--- config.mk ---
export PLATFORM = sky130hd
export DESIGN_NAME = multicycle_control_fsm
export DESIGN_NICKNAME = d
export VERILOG_FILES = /design/src/rtl/mips_pkg.sv /design/src/rtl/alu_op_decoder.sv /design/src/rtl/multicycle_control_fsm.sv
export SDC_FILE = /design/constraint.sdc
export NUM_CORES = 1
export LEC_CHECK = 0
export BUFFER_PORTS_ARGS = -buffer_cell sky130_fd_sc_hd__buf_2
export CORE_UTILIZATION = 45
export CTS_BUF_LIST = sky130_fd_sc_hd__clkbuf_4
export DETAILED_ROUTE_END_ITERATION = 8
export HOLD_SLACK_MARGIN = 0.1
export PLACE_DENSITY = 0.92
export SYNTH_ARGS = -nofsm -noshare
export SYNTH_HDL_FRONTEND = slang
export SYNTH_SLANG_ARGS = --single-unit
--- constraint.sdc ---
create_clock -name clk -period 1.91 [get_ports clk]
set_clock_uncertainty 0.05 [all_clocks]
set_input_delay 0.2865 -clock clk [delete_from_list [all_inputs] [get_ports clk]]
set_output_delay 0.2865 -clock clk [all_outputs]
set_load 0.05 [all_outputs]
--- src/rtl/mips_pkg.sv ---
// Shared encodings for the multicycle MIPS control unit: opcodes, functs, ALU op codes, states.
// Pure definitions, no logic; SHIFT_LUI_EN consumers decide which encodings are legal.
package mips_pkg;

  localparam int STATE_W = 4;

  localparam logic [5:0] OP_RTYPE = 6'h00;
  localparam logic [5:0] OP_J     = 6'h02;
  localparam logic [5:0] OP_BEQ   = 6'h04;
  localparam logic [5:0] OP_BNE   = 6'h05;
  localparam logic [5:0] OP_ADDI  = 6'h08;
  localparam logic [5:0] OP_ANDI  = 6'h0C;
  localparam logic [5:0] OP_ORI   = 6'h0D;
  localparam logic [5:0] OP_LUI   = 6'h0F;
  localparam logic [5:0] OP_LW    = 6'h23;
  localparam logic [5:0] OP_SW    = 6'h2B;

  localparam logic [5:0] FN_SLL = 6'h00;
  localparam logic [5:0] FN_SRL = 6'h02;
  localparam logic [5:0] FN_ADD = 6'h20;
  localparam logic [5:0] FN_SUB = 6'h22;
  localparam logic [5:0] FN_AND = 6'h24;
  localparam logic [5:0] FN_OR  = 6'h25;
  localparam logic [5:0] FN_NOR = 6'h27;

  typedef enum logic [3:0] {
    ALU_AND = 4'b0000,
    ALU_OR  = 4'b0001,
    ALU_NOR = 4'b0010,
    ALU_ADD = 4'b0011,
    ALU_SUB = 4'b0100,
    ALU_SLL = 4'b0101,
    ALU_SRL = 4'b0110,
    ALU_LUI = 4'b0111
  } alu_op_t;

  typedef enum logic [STATE_W-1:0] {
    S_IDLE   = 4'd0,
    S_FETCH  = 4'd1,
    S_DECODE = 4'd2,
    S_EXEC   = 4'd3,
    S_RWB    = 4'd4,
    S_MEMADR = 4'd5,
    S_MEMRD  = 4'd6,
    S_MEMWB  = 4'd7,
    S_MEMWR  = 4'd8,
    S_BRANCH = 4'd9,
    S_JUMP   = 4'd10,
    S_IEXEC  = 4'd11,
    S_IWB    = 4'd12
  } state_t;

  typedef enum logic [1:0] {
    SRCB_REGB   = 2'b00,
    SRCB_FOUR   = 2'b01,
    SRCB_IMM    = 2'b10,
    SRCB_IMMSH2 = 2'b11
  } alusrcb_t;

  typedef enum logic [1:0] {
    PCSRC_ALU    = 2'b00,
    PCSRC_ALUOUT = 2'b01,
    PCSRC_JUMP   = 2'b10
  } pcsource_t;

endpackage

--- src/rtl/alu_op_decoder.sv ---
// R-type Funct -> ALU op code plus legality flag; purely combinational, no backpressure.
// sll/srl are only legal when SHIFT_LUI_EN is defined.
module alu_op_decoder
  import mips_pkg::*;
(
  input  logic [5:0] funct,
  output alu_op_t    alu_op,
  output logic       legal
);

  always_comb begin
    alu_op = ALU_AND;
    legal  = 1'b1;
    case (funct)
      FN_ADD: alu_op = ALU_ADD;
      FN_SUB: alu_op = ALU_SUB;
      FN_AND: alu_op = ALU_AND;
      FN_OR:  alu_op = ALU_OR;
      FN_NOR: alu_op = ALU_NOR;
`ifdef SHIFT_LUI_EN
      FN_SLL: alu_op = ALU_SLL;
      FN_SRL: alu_op = ALU_SRL;
`else
      FN_SLL: legal = 1'b0;
      FN_SRL: legal = 1'b0;
`endif
      default: legal = 1'b0;
    endcase
  end

endmodule

--- src/rtl/multicycle_control_fsm.sv ---
// Multicycle MIPS control: FETCH..WRITEBACK sequencing, 3-5 cycles per instruction, never stalls.
// Outputs decode from state (plus Zero in BRANCH); SHIFT_LUI_EN enables sll/srl/lui.
module multicycle_control_fsm
  import mips_pkg::*;
#(
  parameter int STATE_W = mips_pkg::STATE_W
) (
  input  logic               clk,
  input  logic               reset,
  input  logic [5:0]         Opcode,
  input  logic [5:0]         Funct,
  input  logic               Zero,
  output logic [3:0]         ALUOperation,
  output logic               ALUSrcA,
  output logic [1:0]         ALUSrcB,
  output logic               ExtZero,
  output logic [1:0]         PCSource,
  output logic               PCWrite,
  output logic               IorD,
  output logic               MemRead,
  output logic               MemWrite,
  output logic               IRWrite,
  output logic               RegDst,
  output logic               MemtoReg,
  output logic               RegWrite,
  output logic               IllegalInstr,
  output logic [STATE_W-1:0] State
);

  state_t  state_q, state_d;
  alu_op_t fn_op;
  logic    fn_legal;

  alu_op_decoder u_alu_op_decoder (
    .funct  (Funct),
    .alu_op (fn_op),
    .legal  (fn_legal)
  );

  always_ff @(posedge clk or negedge reset) begin
    if (!reset) state_q <= S_IDLE;
    else        state_q <= state_d;
  end

  assign State = state_q;

  always_comb begin
    state_d      = state_q;
    ALUOperation = ALU_AND;
    ALUSrcA      = 1'b0;
    ALUSrcB      = SRCB_REGB;
    ExtZero      = 1'b0;
    PCSource     = PCSRC_ALU;
    PCWrite      = 1'b0;
    IorD         = 1'b0;
    MemRead      = 1'b0;
    MemWrite     = 1'b0;
    IRWrite      = 1'b0;
    RegDst       = 1'b0;
    MemtoReg     = 1'b0;
    RegWrite     = 1'b0;
    IllegalInstr = 1'b0;
    case (state_q)
      S_IDLE: state_d = S_FETCH;
      S_FETCH: begin
        MemRead      = 1'b1;
        IRWrite      = 1'b1;
        PCWrite      = 1'b1;
        ALUSrcB      = SRCB_FOUR;
        ALUOperation = ALU_ADD;
        PCSource     = PCSRC_ALU;
        state_d      = S_DECODE;
      end
      S_DECODE: begin
        // ALU precomputes the branch target while the opcode is decoded
        ALUSrcB      = SRCB_IMMSH2;
        ALUOperation = ALU_ADD;
        IllegalInstr = 1'b1;
        state_d      = S_FETCH;
        case (Opcode)
          OP_RTYPE: if (fn_legal) begin IllegalInstr = 1'b0; state_d = S_EXEC; end
          OP_LW, OP_SW:   begin IllegalInstr = 1'b0; state_d = S_MEMADR; end
          OP_BEQ, OP_BNE: begin IllegalInstr = 1'b0; state_d = S_BRANCH; end
          OP_J:           begin IllegalInstr = 1'b0; state_d = S_JUMP;   end
          OP_ADDI, OP_ANDI, OP_ORI: begin IllegalInstr = 1'b0; state_d = S_IEXEC; end
`ifdef SHIFT_LUI_EN
          OP_LUI:         begin IllegalInstr = 1'b0; state_d = S_IEXEC; end
`else
          OP_LUI:         IllegalInstr = 1'b1;
`endif
          default:        IllegalInstr = 1'b1;
        endcase
      end
      S_EXEC: begin
        ALUSrcA      = 1'b1;
        ALUSrcB      = SRCB_REGB;
        ALUOperation = fn_op;
        state_d      = S_RWB;
      end
      S_RWB: begin
        RegDst   = 1'b1;
        RegWrite = 1'b1;
        state_d  = S_FETCH;
      end
      S_MEMADR: begin
        ALUSrcA      = 1'b1;
        ALUSrcB      = SRCB_IMM;
        ALUOperation = ALU_ADD;
        state_d      = (Opcode == OP_LW) ? S_MEMRD : S_MEMWR;
      end
      S_MEMRD: begin
        IorD    = 1'b1;
        MemRead = 1'b1;
        state_d = S_MEMWB;
      end
      S_MEMWB: begin
        MemtoReg = 1'b1;
        RegWrite = 1'b1;
        state_d  = S_FETCH;
      end
      S_MEMWR: begin
        IorD     = 1'b1;
        MemWrite = 1'b1;
        state_d  = S_FETCH;
      end
      S_BRANCH: begin
        ALUSrcA      = 1'b1;
        ALUSrcB      = SRCB_REGB;
        ALUOperation = ALU_SUB;
        PCSource     = PCSRC_ALUOUT;
        PCWrite      = (Opcode == OP_BEQ) ? Zero : ~Zero;
        state_d      = S_FETCH;
      end
      S_JUMP: begin
        PCSource = PCSRC_JUMP;
        PCWrite  = 1'b1;
        state_d  = S_FETCH;
      end
      S_IEXEC: begin
        ALUSrcA      = 1'b1;
        ALUSrcB      = SRCB_IMM;
        ALUOperation = ALU_ADD;
        case (Opcode)
          OP_ANDI: begin ALUOperation = ALU_AND; ExtZero = 1'b1; end
          OP_ORI:  begin ALUOperation = ALU_OR;  ExtZero = 1'b1; end
`ifdef SHIFT_LUI_EN
          OP_LUI:  ALUOperation = ALU_LUI;
`endif
          default: ALUOperation = ALU_ADD;
        endcase
        state_d = S_IWB;
      end
      S_IWB: begin
        RegWrite = 1'b1;
        state_d  = S_FETCH;
      end
      default: state_d = S_FETCH;
    endcase
  end

endmodule
==> impl_metrics.ini, run 1 <==
[sta]
worst-ep-kind = primary output
postGrtWorstEndpoint = ALUOperation[0]

[synthesis]
syn-instance-count = 96
syn_area_um2 = 655.6
ys_types = 34
synth_top_area_share_pct = 15.27
async_flop_share_pct = 100.0
synth.largest_area_cell = dfrtp_1
syn_area_per_cell_um2 = 6.829
synthFlopType = dfrtp_1
synth_enable_flop_cells = 0
yosys-top-cells-area = dfrtp_1, nor2_1, nand2_1
yosysWarnings = 0
ys_seq_area_share_pct = 15.27
synth_nets = 111
synth-seq-cells = 4

[floorplan]
start_util_pct = 49.16
die_h_um = 40.17
die_x_um = 40.17
num_io_pins = 38
num_rows = 13

[clock_network]
cts.htree.levels = 1
cts-root-buf = clkbuf_4
cts_sinks = 4
cts.path.max_buffers = 2
cts_made_buffers = 3

[global_routing]
grt_use_total_pct = 72.50
overflow = 28
grt_start_max_net_pins = 11

[run_status]
lastStage = 5_1_grt
outcome = did not finish
stop_error = [ERROR GRT-0232] Routing congestion too high. Check the congestion heatmap in the GUI.

[placed_design]
place_area_mm2 = 0.001121
io_buffers = 36
hpwlAfterDp_mm = 2.032
dp_worst_setup_slack_ns = -0.2240
gp_congestion = 0.8074
routing by layer:
layer / global-route usage, % / GRT overflow
met2: 99.60 / 17
met3: 40.56 / 0
met5: 0 / 0
met4: 89.17 / 11
met1: 68.35 / 0
synthesized netlist by cell type (2+ instances only):
cell type	count
nor2_1	16
nand2_1	9
nand2b_1	5
o21ai_0	5
a21oi_1	4
buf_2	4
dfrtp_1	4
inv_1	4
nor3_1	4
o21a_1	4
o22ai_1	4
nor2b_1	3
a211oi_1	2
a32o_1	2
buf_4	2
mux2_2	2
nand3_1	2
nor4_1	2
or4b_4	2
xor2_1	2
logic make-up after synthesis:
family / count (synthesis) / share of synthesized area (%)
and+or+nand+nor: 48 / 38.55
AOI/OAI and AO/OA: 28 / 30.54
buffers and inverters: 10 / 7.632
DFF: 4 / 15.27
xor gates and xnor gates: 3 / 4.008
muxes: 2 / 3.435
other: 1 / 0.5720
repair_timing:
| item | in CTS |
|---|---|
| pin swaps | 1 |
| resized for setup | 22 |
| hold buffers | 1 |
| setup buffers | 1 |
| endpoints found under the hold margin | 4 |
| endpoints found under the setup margin | 13 |
through the flow:
stage          std cells  util, %  hold slack (ns)
4_1_cts              169    92.31           0.3355
3_5_place_dp         164    84.05          0.04538
2_1_floorplan         96        -         -0.05909
3_3_place_gp         164    84.05          0.03717
==> inputs of run 2 (changes only) <==
- CORE_AREA: unset -> 2 2 63 65
- CORE_UTILIZATION: 45 -> unset
- CTS_BUF_LIST: sky130_fd_sc_hd__clkbuf_4 -> unset
- DIE_AREA: unset -> 0 0 65 67
- HOLD_SLACK_MARGIN: 0.1 -> unset
- PLACE_DENSITY: 0.92 -> unset
- PLACE_DENSITY_LB_ADDON: unset -> 0.15
==> run 2 against run 1 <==
The flow now finishes, with violations (setup timing); area after synthesis is the same; synthesized cell count stayed put.
==> impl_metrics.ini, run 2 <==
[run_status]
outcome = finished with violations
violations = setup timing

[synthesis]
synth_top_area_share_pct = 15.27
synth_top_family_by_area = simple AND/OR/NAND/NOR gates
synth_common_cells = nor2_1, nand2_1, nand2b_1, o21ai_0
synth_mux_area_share_pct = 3.435
synthFlopType = dfrtp_1
synth_enable_flop_cells = 0
synth-seq-cells = 4
synth_nets = 111
syn_area_per_cell_um2 = 6.829
synth_compound_area_share_pct = 30.53
synthSimpleGateAreaFrac_pct = 38.55
ys_types = 34
syn_area_um2 = 655.6
ys_seq_area_share_pct = 15.27
synth_adder_area_share_pct = 0
synth.largest_area_cell = dfrtp_1
syn-instance-count = 96
async_flop_share_pct = 100.0
synth_xor_area_share_pct = 4.008
yosysWarnings = 0
yosysMostFrequentCell = nor2_1
yosys-top-cells-area = dfrtp_1, nor2_1, nand2_1

[placed_design]
io_buffers = 36
place_area_mm2 = 0.001162
hpwlAfterDp_mm = 2.065
gp_congestion = 0.7488

[setup_path]
end_kind = primary output
worstPathMaxFanout = 3
worstPathCellList = or4b_4 -> o311ai_4 -> buf_6
crit_cells = 3
reg2regPathDepth = 5
cp_num_buf_inv = 1
arrival_ns = 1.67
critPathTopFamily = simple AND/OR/NAND/NOR gates
timing_worst_setup_path_type = reg2out
max_stage_delay_ns = 0.56
crit_slowest_cell = or4b_4
critPathLaunchType = flip-flop
cp.required_ns = 1.57

[power_and_ir_drop]
seqPwrFrac_pct = 7.0
power_frac_clock_pct = 6.9
netSwitchingPower_mw = 1.457
p_leak_nw = 0.5887
power_frac_comb_pct = 86.1
swShare_pct = 56.93
ir_drop_mv = 0.4989
internal-power_mw = 1.102
p_per_area_mw_per_mm2 = 1911

[global_routing]
grt_pass1_wl_mm = 4.064
grt_start_max_net_pins = 12
grt_use_total_pct = 11.76
grt_pass1_vias = 880
antenna_found_initial = 0
overflow = 0

[layout]
area_delta_synth_final_pct = 104.2
final_common_cell = buf_4
drive_gt1_share_pct = 62.18
layout_common_cells = buf_4, buf_2, nor2_1
largest_reg_flops = 4
postLayoutCoreUtil_pct = 37.13
antenna-diode-count = 0
nets = 173
fin_area_mm2 = 0.001339
fillers = 384

[clock_network]
cts.path.max_buffers = 2
cts_sinks = 4
cts.htree.levels = 1
cts.clk_slew.worst_paths_ns = 0.03
clk_latency_ns = 0.22
cts_made_buffers = 3
cts_tree = built
cts-root-buf = clkbuf_8

[floorplan]
start_util_pct = 18.18
num_rows = 22
die_area_mm2 = 0.004355
num_io_pins = 38
die_x_um = 65
die_h_um = 67
core_area_mm2 = 0.003606

[sta]
drv_slew = 0
rsz0062_at_grt = yes
setup_tns_ns = -0.3225
min_period_ns = 2.004
setup_viol = 4
worst_slack_ns = -0.09376
hold_viol_final = 0
finalCritPeriodShare_pct = 104.9
fmax_mhz = 499.1

[routing]
drt_pass1_iterations = 4
drtIter0Drc = 25
final_antenna_net_count = 0
routed_wl_mm = 2.438
vias = 910
wl_per_cell_um = 11.95
route.detailed.vias_per_inst = 4.461
drc_errors = 0

[run]
maxCapViolations = 0

[worst_hold_path]
hold_class = in2async
==> run 2: cell counts after synthesis <==
No cell type changed its count.
==> run 2: metal layers <==
metal / up-vias / wire length (um) / share of wire, % / track usage (%)
li1: 468 / - / - / -
met1: 411 / 1087 / 45 / 15.74
met2: 29 / 1211 / 50 / 19.59
met3: 2 / 121 / 5.0 / 1.689
met4: 0 / 17 / 0.70 / 3.191
met5: - / 0 / 0 / 0
==> run 2: area by class of cell <==
type | count | area, um^2 | share of cell area (%)
multi-input combinational | 82 | 659.4 | 49.25
timing repair buffer | 63 | 457.9 | 34.21
sequential | 4 | 105.1 | 7.851
tap | 48 | 60.06 | 4.486
clock buffer | 3 | 41.29 | 3.084
inverter | 4 | 15.01 | 1.121
==> run 2: cell families after synthesis <==
family                 Yosys count
AND/OR/NAND/NOR                 48
AO/OA/AOI/OAI                   28
buffers and inverters           10
flip-flops                       4
XOR/XNOR                         3
multiplexers                     2
other                            1
==> run 2: worst paths after layout <==
kind | endpoint | from | slack [ns]
worst min-delay path | State[3] | reset | 0.37
max in group asynchronous | State[1] | reset | 1.31
worst min register to register | State[1] | State[3] | 0.78
worst max register to register | State[1] | State[2] | 0.23
min in group clk | State[3] | Opcode[1] | 0.47
worst max-delay path | ALUOperation[0] | State[2] | -0.09
==> run 2: power groups by stage <==
stage / clock [mW] / sequential, mW / combinational, mW
2_1_floorplan: 0 / 0.295 / 1.34
3_3_place_gp: 0 / 0.183 / 1.96
3_5_place_dp: 0 / 0.180 / 1.96
4_1_cts: 0.181 / 0.178 / 2.16
5_1_grt: 0.186 / 0.189 / 2.32
6_report: 0.176 / 0.179 / 2.20
==> run 2: what timing repair did <==
action | 4_1_cts | 5_1_grt
setup buffers | 1 | 2
hold endpoints to repair | 4 | 0
gates resized for setup | 24 | 9
hold buffers | 1 | 0
endpoints found under the setup margin | 14 | 16
pin swaps | 4 | 3
==> run 2: metrics by stage <==
step                      std cells  total power, mW  hold WS, ns  worst slack, ns
after CTS                       202            2.515       0.3489          -0.1029
final                           204            2.559       0.3719         -0.09376
after floorplan                  96            1.637     -0.05909          -0.1930
after global routing            204            2.691       0.3900          -0.1538
after detailed placement        197            2.138      0.04487          -0.2101
after global placement          197            2.142      0.04050          -0.1306
(Power assumes the default switching activity.)
==> inputs of run 3 (changes only) <==
- SYNTH_HIERARCHICAL: unset -> 1
==> run 3 against run 2 <==
The flow finishes with violations (slew limit, setup timing); die area unchanged; critical endpoint is now ALUOperation[2]; global-route usage rose by 0.44 points; register-to-register slack improved by 0.12 ns; hold slack got worse by 0.014 ns.
==> impl_metrics.ini, run 3 <==
[run_status]
outcome = finished with violations
violations = slew limit, setup timing

[routing]
vias = 954
drc_errors = 0
route.detailed.vias_per_inst = 4.609
drt_pass1_iterations = 4
final_antenna_net_count = 0
wl_per_cell_um = 12.48
drtIter0Drc = 24
routed_wl_mm = 2.583

[synthesis]
synth_xor_area_share_pct = 2.541
syn-instance-count = 100
syn_area_um2 = 689.4
synth_enable_flop_cells = 0
ys_seq_area_share_pct = 14.52
synth_compound_area_share_pct = 22.14
yosysWarnings = 6
async_flop_share_pct = 100.0
ys_types = 40
synth_top_area_share_pct = 14.52
yosys-top-cells-area = dfrtp_1, nor2_1, nor3_1
synth-seq-cells = 4
synth_adder_area_share_pct = 0
syn_area_per_cell_um2 = 6.894
synth_top_family_by_area = simple AND/OR/NAND/NOR gates
synth.largest_area_cell = dfrtp_1
synth_common_cells = nor2_1, nor3_1, nand2b_1
yosysMostFrequentCell = nor2_1
synth_mux_area_share_pct = 4.537
synth_nets = 115
synthFlopType = dfrtp_1
synthSimpleGateAreaFrac_pct = 50.09

[clock_network]
clk_latency_ns = 0.22
cts.htree.levels = 1
cts.path.max_buffers = 2
cts_tree = built
cts_sinks = 4
cts-root-buf = clkbuf_8
cts_made_buffers = 3
cts.clk_slew.worst_paths_ns = 0.03

[setup_path]
arrival_ns = 1.67
worstPathCellList = buf_6 -> or3b_4 -> nor4b_4 -> nor2b_4 -> mux2i_2 -> nor3_4 -> buf_6
crit_slowest_cell = or3b_4
regToRegStartpoint = State[3]
worstPathMaxFanout = 4
rr_endpoint = State[2]
cpMostUsedCell = buf_6
critPathTopFamily = simple AND/OR/NAND/NOR gates
timing_worst_setup_path_type = in2out
cp.required_ns = 1.57
reg2regPathDepth = 4
cp_num_buf_inv = 2
end_kind = primary output
max_stage_delay_ns = 0.44
reg2reg_slack_ns = 0.35
critPathLaunchType = input pin

[sta]
min_period_ns = 2.008
tightest_slew_ns = 2.185
drv_slew = 1
worst_slack_ns = -0.09838
fmax_mhz = 497.9
hold_viol_final = 0
slew_headroom_pct = -47.70
finalCritPeriodShare_pct = 105.2
setup_viol = 5
rsz0062_at_grt = yes

[placed_design]
io_buffers = 36
hpwlAfterDp_mm = 2.140
place_area_mm2 = 0.001225
gp_congestion = 0.8117
dp_worst_setup_slack_ns = -0.3253

[floorplan]
num_io_pins = 38
die_h_um = 67
start_util_pct = 19.12
die_x_um = 65
die_area_mm2 = 0.004355
core_area_mm2 = 0.003606
num_rows = 22

[worst_hold_path]
hold_class = in2async

[global_routing]
grt_use_total_pct = 12.20
antenna_found_initial = 0
grt_pass1_wl_mm = 4.236
grt_start_max_net_pins = 13
overflow = 0
top_usage_layer = met2
grt_pass1_vias = 943
met2_usage_pct = 23.07
grtUsageMet1_pct = 14.88
grtUsageMet3_pct = 1.182

[layout]
drive_gt1_share_pct = 66.67
area_delta_synth_final_pct = 110.7
antenna-diode-count = 0
final_common_cell = buf_4
fin_area_mm2 = 0.001453
largest_reg_flops = 4
layout_common_cells = buf_4, buf_2, buf_6
nets = 176

[run]
maxCapViolations = 0
==> run 3: cell count changes after synthesis, sizes merged, moves of 3 or more <==
cell	before	now
nand2	9	3
clkbuf	0	3
o22ai	4	0
nor4b	0	3
nand3	2	5
nor3	5	9
or3	0	3
==> run 3: worst reg2reg max path, cell delays in order (launching register included) <==
cell and delay, ns:
dfrtp_2 0.41, buf_4 0.20, nor2_1 0.23, nand3_1 0.17
o311ai_0 0.35
==> run 3: layer usage <==
layer | routed length, um | share of wire [%]
met5 | 0 | 0
met4 | 17 | 0.66
met3 | 105 | 4.1
met2 | 1320 | 51
met1 | 1140 | 44
==> run 3: final cells by class <==
type | count | area (um^2)
clock buffers | 3 | 41.29
fillers | 378 | 2153
inverters | 2 | 7.507
multi-input cells | 87 | 773.2
flip-flops and latches | 4 | 105.1
well taps | 48 | 60.06
repair buffers | 63 | 465.4
==> run 3: cell families after synthesis <==
logic type      after synthesis
compound gates               23
xor+xnor                      2
buf+inv                       9
flops                         4
mux                           3
other cells                   1
simple gates                 58
==> run 3: repair_timing <==
item | in CTS | in global routing
setup buffers | 2 | 0
hold buffers | 1 | 0
resized for setup | 28 | 11
pin swaps | 10 | 8
endpoints found under the hold margin | 4 | 0
setup endpoints to repair | 9 | 12
==> run 3: how the worst max path moves through the flow <==
stage	startpoint	to	slack (ns)	cells after the start
after floorplan	Funct[4]	ALUOperation[0]	-0.14	5
after global placement	Funct[4]	ALUOperation[0]	-0.30	7
after detailed placement	Funct[4]	ALUOperation[0]	-0.33	7
after CTS	Opcode[4]	PCWrite	-0.17	6
after global routing	Funct[4]	ALUOperation[2]	-0.17	7
final	Funct[4]	ALUOperation[2]	-0.1	7
==> run 3: metrics by stage <==
step	util [%]	hold slack [ns]	setup TNS [ns]	std cells
floorplan	-	-0.05909	-0.3095	100
global placement	33.97	0.04074	-1.049	201
detailed placement	33.97	0.04445	-1.099	201
CTS	38.90	0.3511	-0.4746	207
global route	40.28	0.3897	-0.8432	207
finish	40.28	0.3577	-0.3402	207
Power of run 3 is not shown: default switching activity piles up to over one toggle a cycle in this logic, so the estimate is an artifact.
==> inputs of run 4 (changes only) <==
- ABC_AREA: unset -> 1
- CTS_BUF_LIST: unset -> sky130_fd_sc_hd__clkbuf_4 sky130_fd_sc_hd__clkbuf_8 sky130_fd_sc_hd__clkbuf_16
- GPL_ROUTABILITY_DRIVEN: unset -> 0
==> run 4 against run 3 <==
The run now ends clean; hold slack lost 0.0033 ns; first-iteration DRC count down 4.2%; area after synthesis down 4.5%; setup slack improved by 0.19 ns; fmax up 11%; die area did not move; sequential cell count unchanged; final area fell by 29%; clock-buffer cell count unchanged; final cell count grew 3.9%; register-to-register slack better by 0.27 ns; synthesized cell count grew 27%.
==> impl_metrics.ini, run 4 <==
[layout]
nets = 184
layout_common_cells = buf_2, nand2_1, nor2_1
fin_area_mm2 = 0.001031
largest_reg_flops = 4
area_delta_synth_final_pct = 56.65
fillers = 412
drive_gt1_share_pct = 40.72
antenna-diode-count = 0
final_common_cell = buf_2

[setup_path]
crit_start = State[0]
end_kind = primary output
crit_end = MemRead
reg2regPathDepth = 8
regToRegStartpoint = State[0]
critPathLaunchType = flip-flop
cp.required_ns = 1.57
rr_endpoint = State[1]
arrival_ns = 1.48
worstPathMaxFanout = 4
reg2reg_slack_ns = 0.62
timing_worst_setup_path_type = reg2out

[sta]
finalCritPeriodShare_pct = 95.05
rsz0062_at_grt = no
hold_viol_final = 0
setup_tns_ns = 0
min_period_ns = 1.815
slew_headroom_pct = 40.86
drv_slew = 0
hold_ws_ns = 0.3543
fmax_mhz = 550.9
setup_viol = 0
worst_slack_ns = 0.09464
tightest_slew_ns = 0.8838

[global_routing]
grt_pass1_vias = 825
overflow = 0
grt_start_max_net_pins = 8
antenna_found_initial = 0
grt_pass1_wl_mm = 3.594
grt_use_total_pct = 10.22

[clock_network]
cts.path.max_buffers = 2
post_cts_buffers = 0
cts.htree.levels = 1
cts.clk_slew.worst_paths_ns = 0.03
cts_tree = built
clk_latency_ns = 0.21
cts-root-buf = clkbuf_8
cts_sinks = 4
cts_made_buffers = 3

[synthesis]
synthSimpleGateAreaFrac_pct = 59.13
yosysMostFrequentCell = nor2_1
synth_nets = 142
yosysWarnings = 6
syn_area_um2 = 658.1
synth_top_family_by_area = simple AND/OR/NAND/NOR gates
syn_area_per_cell_um2 = 5.182
synth.largest_area_cell = nor2_1
ys_types = 22
async_flop_share_pct = 100.0
synth_common_cells = nor2_1, nand2_1, inv_1
syn-instance-count = 127
synth_xor_area_share_pct = 0
ys_seq_area_share_pct = 15.21
synth_compound_area_share_pct = 9.125
synth_top_area_share_pct = 17.11
synth_enable_flop_cells = 0
synth_adder_area_share_pct = 0
synth-seq-cells = 4
synth_mux_area_share_pct = 0
yosys-top-cells-area = nor2_1, nand2_1, dfrtp_1
synthFlopType = dfrtp_1

[floorplan]
start_util_pct = 18.25
die_x_um = 65
num_rows = 22
core_area_mm2 = 0.003606
num_io_pins = 38
die_area_mm2 = 0.004355
die_h_um = 67

[placed_design]
hpwlAfterDp_mm = 1.824
place_area_um2 = 944.7
dp_worst_setup_slack_ns = 0.1653
io_buffers = 36

[worst_hold_path]
hold_class = in2async

[routing]
routed_wl_mm = 2.113
vias = 880
final_antenna_net_count = 0
drt_pass1_iterations = 4
wl_per_cell_um = 9.828
drtIter0Drc = 23
drc_errors = 0
route.detailed.vias_per_inst = 4.093

[power_and_ir_drop]
p_per_area_mw_per_mm2 = 1849
p_leak_nw = 0.5879
ir_drop_mv = 0.3095

[run]
maxCapViolations = 0

[run_status]
outcome = completed
## run 4: cell type report
type,count,area (um^2),share of cell area [%]
clock buffers,3,41.29,4.005
well taps,48,60.06,5.825
repair buffers,38,215.2,20.87
flip-flops and latches,4,105.1,10.19
inverters,26,97.59,9.466
multi-input cells,96,511.7,49.64
## run 4: logic make-up after synthesis
group | after synthesis
simple gates | 85
buf+inv | 27
compound gates | 10
other cells | 1
flops | 4
## run 4: power breakdown
| part | internal (mW) | leakage, nW | switching [mW] |
|---|---|---|---|
| Combinational | 0.380 | 0.521 | 1.18 |
| Clock | 0.134 | 0.0216 | 0.0368 |
| Sequential | 0.128 | 0.0456 | 0.0504 |
| Total | 0.641 | 0.588 | 1.26 |
## run 4: routing by layer
| metal | wire [um] | track usage [%] | vias up |
|---|---|---|---|
| li1 | - | - | 470 |
| met1 | 1003 | 14.83 | 385 |
| met2 | 1013 | 16.49 | 25 |
| met3 | 96 | 1.014 | 0 |
| met4 | 0 | 1.596 | 0 |
| met5 | 0 | 0 | - |
## run 4: worst min path at each step
| stage | from | end | slack (ns) | depth (start not counted) |
|---|---|---|---|---|
| detailed placement | reset | State[2] | 0.04 | 1 |
| floorplan | reset | State[0] | -0.06 | 0 |
| CTS | reset | State[2] | 0.37 | 2 |
| global placement | reset | State[0] | 0.04 | 1 |
| finish | reset | State[2] | 0.35 | 2 |
| global route | reset | State[0] | 0.39 | 2 |
## run 4: metrics by stage
step | total power [mW] | util [%] | std cells
finish | 1.906 | 28.59 | 215
global route | 2.034 | 28.59 | 215
CTS | 1.847 | 27.69 | 215
detailed placement | 1.663 | 26.20 | 211
global placement | 1.672 | 26.20 | 211
floorplan | 1.331 | - | 127
## run 4: repair_timing
action,CTS,global route
resized for setup,1,17
hold buffers,1,0
setup endpoints to repair,1,9
hold endpoints to repair,4,0
## run 4: critical path: stages, from the launching register on
cell and delay, ns:
dfrtp_2 0.41, inv_1 0.10, nand2_1 0.08, buf_4 0.15
nor2_1 0.12, inv_1 0.10, nand2_1 0.10, buf_4 0.20
